==> src/rtl/oam_dma.sv <==
// OAM DMA engine: a CPU write to TRIGGER_ADDR copies one 256-byte page to the PPU OAM data port.
// Runs for 770 cycles, or 771 on odd parity; no backpressure, and once started it runs to completion or reset.
module oam_dma #(
  parameter logic [15:0] TRIGGER_ADDR  = 16'h4014,
  parameter logic [15:0] OAM_DATA_ADDR = 16'h2004
) (
  input  logic        clk,
  input  logic        rst,
  input  logic [15:0] snoop_addr,
  input  logic [7:0]  snoop_data,
  input  logic        snoop_write_en,
  output logic [15:0] dma_addr,
  input  logic [7:0]  dma_data_in,
  output logic [7:0]  dma_data_out,
  output logic        dma_write_en,
  output logic        accessing_memory,
  output logic        halt,
  output logic        done
);

  typedef enum logic [2:0] {
    S_IDLE,
    S_ALIGN,
    S_ALIGN2,
    S_RD_ADDR,
    S_RD_WAIT,
    S_WR,
    S_FINISH
  } state_e;

  state_e      state_q, state_d;
  logic [7:0]  page_q, page_d;
  logic [7:0]  idx_q, idx_d;
  logic        par_q;
  logic        odd_q, odd_d;
  logic [15:0] addr_q, addr_d;
  logic [7:0]  dout_q, dout_d;
  logic        we_q, we_d;
  logic        busy_q, busy_d;
  logic        done_q, done_d;
  logic        trig;

  assign trig = snoop_write_en && (snoop_addr == TRIGGER_ADDR);

  always_comb begin
    state_d = state_q;
    page_d  = page_q;
    idx_d   = idx_q;
    odd_d   = odd_q;
    case (state_q)
      S_IDLE: begin
        if (trig) begin
          state_d = S_ALIGN;
          page_d  = snoop_data;
          idx_d   = 8'h00;
          odd_d   = par_q;
        end
      end
      S_ALIGN:   state_d = odd_q ? S_ALIGN2 : S_RD_ADDR;
      S_ALIGN2:  state_d = S_RD_ADDR;
      S_RD_ADDR: state_d = S_RD_WAIT;
      S_RD_WAIT: state_d = S_WR;
      S_WR: begin
        // Index wraps within the page; the decision uses the pre-increment value.
        idx_d   = idx_q + 8'h01;
        state_d = (idx_q == 8'hFF) ? S_FINISH : S_RD_ADDR;
      end
      S_FINISH:  state_d = S_IDLE;
      default:   state_d = S_IDLE;
    endcase
  end

  // Outputs are registered from the next state so they line up with the state register.
  always_comb begin
    addr_d = 16'h0000;
    dout_d = 8'h00;
    we_d   = 1'b0;
    case (state_d)
      S_RD_ADDR, S_RD_WAIT: addr_d = {page_d, idx_d};
      S_WR: begin
        addr_d = OAM_DATA_ADDR;
        dout_d = dma_data_in;
        we_d   = 1'b1;
      end
      default: ;
    endcase
    busy_d = (state_d != S_IDLE);
    done_d = (state_d == S_FINISH);
  end

  always_ff @(posedge clk or negedge rst) begin
    if (!rst) begin
      state_q <= S_IDLE;
      page_q  <= 8'h00;
      idx_q   <= 8'h00;
      par_q   <= 1'b0;
      odd_q   <= 1'b0;
      addr_q  <= 16'h0000;
      dout_q  <= 8'h00;
      we_q    <= 1'b0;
      busy_q  <= 1'b0;
      done_q  <= 1'b0;
    end else begin
      state_q <= state_d;
      page_q  <= page_d;
      idx_q   <= idx_d;
      par_q   <= ~par_q;
      odd_q   <= odd_d;
      addr_q  <= addr_d;
      dout_q  <= dout_d;
      we_q    <= we_d;
      busy_q  <= busy_d;
      done_q  <= done_d;
    end
  end

  assign dma_addr         = addr_q;
  assign dma_data_out     = dout_q;
  assign dma_write_en     = we_q;
  assign accessing_memory = busy_q;
  assign halt             = busy_q;
  assign done             = done_q;

endmodule

==> config.mk <==
export PLATFORM = sky130hd
export DESIGN_NAME = oam_dma
export DESIGN_NICKNAME = d
export VERILOG_FILES = /design/src/rtl/oam_dma.sv
export SDC_FILE = /design/constraint.sdc
export NUM_CORES = 1
export LEC_CHECK = 0
export ABC_CLOCK_PERIOD_IN_PS = 5000
export CORE_MARGIN = 2
export CORE_UTILIZATION = 45
export CTS_CLUSTER_DIAMETER = 100
export DETAILED_ROUTE_END_ITERATION = 16
export GPL_TIMING_DRIVEN = 0
export HOLD_SLACK_MARGIN = 0.02
export PLACE_DENSITY = 0.9
export REMOVE_ABC_BUFFERS = 1
export SYNTH_ARGS = -nofsm -noshare
export SYNTH_HDL_FRONTEND = slang
export SYNTH_SLANG_ARGS = --single-unit
==> constraint.sdc <==
create_clock -name clk -period 5 [get_ports clk]
set_input_delay 1 -clock clk [delete_from_list [all_inputs] [get_ports clk]]
set_output_delay 1 -clock clk [all_outputs]
set_load 0.02 [all_outputs]
==> results.py, run 1 <==
metrics = {
    "floorplan": {
        "rows": 24,
        "fp.coreArea_um2": 4324,
        "dieArea_um2": 4977,
        "die_w_um": 70.55,
        "initial_core_util_pct": 46.09,
        "dieHeight_um": 70.55,
        "ios": 63,
    },
    "cts": {
        "postCtsHoldBufs": 0,
        "clkLatencyLatePin_ps": 300,
        "cts_setup_buffers": 0,
        "post_cts_resized": 0,
        "cts_buffers": 5,
        "cts_tree": "done",
        "cts_root_buffer": "clkbuf_8",
        "ctsHtreeMaxLevel": 2,
        "cts.sinks": 48,
        "clk_pin_slew_ps": 80,
        "clk_path_buf_depth": 2,
    },
    "grt": {
        "grt_pass1_wl_um": 6651,
        "antenna_found_initial": 0,
        "grt.total_usage_pct": 16.62,
        "grt_overflow_total": 0,
        "grt_start_max_net_pins": 43,
        "grt_pass1_vias": 1501,
    },
    "critical_path": {
        "r2r_slack_ps": 2780,
        "path_max_fanout": 15,
        "path_class": "in -> reg",
        "reg2regPathDepth": 4,
        "start_kind": "input port",
        "arrival_ps": 3010,
        "worstPathRequired_ps": 5140,
        "end_kind": "flip-flop",
    },
    "sta": {
        "rsz0062_at_grt": "no",
        "relSlewSlack_pct": 40.88,
        "report.final.slew_viol_count": 0,
        "tightest_slew_ps": 880.0,
        "hold_viol": 0,
        "final.setup.tns_ps": 0,
        "min_period_ps": 2872,
        "clock_skew_ps": 6.822,
        "fmax_mhz": 348.2,
        "setup_viol": 0,
        "finalCritPeriodShare_pct": 57.44,
    },
    "power": {
        "switching_power_uw": 321.0,
        "p_seq_share_pct": 45.4,
        "ir_worst_vdd_mv": 0.1671,
        "combPwrFrac_pct": 27.0,
        "p_per_area_nw_per_um2": 378.2,
        "p_leak_uw": 0.001262,
        "p_clk_share_pct": 27.6,
        "switching_share_pct": 30.79,
        "p_int_uw": 721.5,
    },
    "synthesis": {
        "ys_seq_area_share_pct": 60.26,
        "ys_top_cells_by_area": "dfrtp_1 60%, nand2_1 3.6%, nand3_1 3.3%",
        "synthAdderAreaFrac_pct": 0.6277,
        "syn_inst": 182,
        "synth_most_common_cell": "dfrtp_1",
        "ys_warn_count": 0,
        "synth_top_family_by_area": "simple AND/OR/NAND/NOR gates",
        "synth_cell_types": 42,
        "syn-cell-area_um2": 1993,
        "synth_seq_cells": 48,
        "synth_commonest_cells": "48 x dfrtp_1, 19 x nand2_1, 13 x nand3_1",
        "synth_top_area_share_pct": 60.26,
        "synth_simple_gate_area_share_pct": 19.33,
        "synth_compound_area_share_pct": 14.19,
        "synth_edf_count": 0,
        "syn_area_per_cell_um2": 10.95,
        "synth-xor-area-share_pct": 0.4394,
        "synth_mux_area_share_pct": 1.067,
        "synth_top_cell_by_area": "dfrtp_1",
        "synthFlopType": "dfrtp_1",
        "synthArstFlopShare_pct": 100.0,
    },
    "routing": {
        "drt-pass1-iter-count": 4,
        "drt-total-wl_um": 3898,
        "drt_iter0_drc": 75,
        "ant_nets": 0,
        "wl_met3_um": 195,
        "vias_per_cell": 5.383,
        "routed-wl-met2_um": 1844,
        "met1_length_um": 1787,
        "via_count": 1588,
        "drt-wirelength-per-cell_um": 13.21,
        "route.detailed.drc": 0,
        "top_layer": "met4",
    },
    "layout": {
        "final_cell_area_um2": 2756,
        "layout.nets": 278,
        "final_layout_size_suffix_gt1_share_pct": 8.642,
        "antenna_cells": 0,
        "area_growth_syn_to_layout_pct": 38.29,
        "num-fill-cells": 350,
    },
    "outcome": {
        "outcome": "finished clean",
    },
    "min_path": {
        "hp-class": "reg -> reg",
        "hold_depth": 1,
    },
    "run": {
        "cap_violations": 0,
    },
    "place": {
        "dp_hpwl_um": 2829,
        "gp_congestion": 0.8404,
        "dpl_cell_area_um2": 2635,
        "port_buffers": 62,
    },
}
[through the flow]
step                      worst slack [ps]  power (uW)  hold slack [ps]  util, %  instances
after floorplan                       2676       637.6            379.7        -        172
after global placement                1685       752.3            392.0    60.59        286
after detailed placement              1864       763.1            393.5    60.94        287
after CTS                             2170        1050            406.1    63.74        295
after global routing                  1863        1096            413.0    63.74        295
final                                 2128        1042            405.4    63.74        295
[metal layers]
layer / up-vias / GRT usage, %
li1: 762 / -
met1: 765 / 22.81
met2: 54 / 26.52
met3: 7 / 3.561
met4: 0 / 5.870
met5: - / 0
[layout make-up]
class / instances / area (um^2) / share of cell area, %
Clock buffer: 6 / 82.58 / 2.996
Clock inverter: 2 / 38.79 / 1.407
Inverter: 6 / 22.52 / 0.8171
Multi-Input combinational cell: 118 / 710.7 / 25.78
Sequential cell: 48 / 1201 / 43.58
Tap cell: 52 / 65.06 / 2.360
Timing Repair Buffer: 63 / 635.6 / 23.06
[final timing paths]
kind / startpoint / end
min in group asynchronous: rst / accessing_memory$_DFF_PN0_
worst max register to register: state_q[2]$_DFF_PN0_ / dma_addr[4]$_DFF_PN0_
worst max-delay path: snoop_addr[7] / dma_addr[4]$_DFF_PN0_
max in group asynchronous: rst / par_q$_DFF_PN0_
worst min-delay path: par_q$_DFF_PN0_ / par_q$_DFF_PN0_
worst min register to register: par_q$_DFF_PN0_ / par_q$_DFF_PN0_
[critical path, cell delays in order]
cell and delay (ps):
clkdlybuf4s50_1 400, nor4_1 330, nand4b_1 570, o21ai_1 550
a311oi_1 160
[layout by cell type, fill, tap and decap left out, types with 2 or more instances in the layout]
cell type / Yosys / layout
clkdlybuf4s50_1: 0 / 61
dfrtp_1: 48 / 48
nand2_1: 19 / 19
nand3_1: 13 / 13
o21ai_0: 12 / 12
a21oi_1: 12 / 12
and2_1: 10 / 10
nor2_1: 8 / 8
clkbuf_8: 0 / 6
inv_1: 5 / 5
o211ai_1: 5 / 5
nor3_1: 3 / 3
a311oi_1: 3 / 3
a31oi_1: 3 / 3
nor4_1: 2 / 2
and3_1: 2 / 2
a21oi_2: 2 / 2
o21ai_1: 2 / 2
nand2b_1: 2 / 2
[kinds of logic (layout without fill, tap and decap cells)]
logic type,count (synthesis),count (layout)
multiplexers,2,2
adder cells (fa/ha/maj),1,1
XOR/XNOR,1,1
flip-flops,48,48
buffers and inverters,16,77
AO/OA/AOI/OAI,45,45
AND/OR/NAND/NOR,69,69
[power by group through the flow]
| stage | Combinational, uW | Sequential [uW] | Clock [uW] |
|---|---|---|---|
| after CTS | 284 | 472 | 294 |
| after global routing | 306 | 481 | 309 |
| after floorplan | 133 | 504 | 0 |
| after detailed placement | 283 | 480 | 0 |
| final | 282 | 473 | 288 |
| after global placement | 275 | 477 | 0 |
[sequential cells by signal (all words and copies together), names as in the netlist]
register          flops
idx_q                 8
page_q                8
dma_write_en          1
dma_addr             16
dma_data_out          8
par_q                 1
done                  1
accessing_memory      1
odd_q                 1
state_q               3
No activity file was read; power rests on OpenSTA's default activity.
==> inputs of run 2 (changes only) <==
ABC_CLOCK_PERIOD_IN_PS = 2820   (was 5000)
clock period = 2.82 ns   (was 5 ns; I/O delays follow)
==> results of run 2 <==
The final DEF is identical to that of run 1. Status: finished clean.
Main changes from that run: setup slack after placement 1864 ps -> 120.4 ps; setup slack after layout 2128 ps -> 384.1 ps; hold slack 405.4 ps -> 95.52 ps; register-to-register setup slack 2780 ps -> 600 ps; total power 1042 uW -> 1848 uW; worst IR drop on VDD 0.1671 mV -> 0.2963 mV
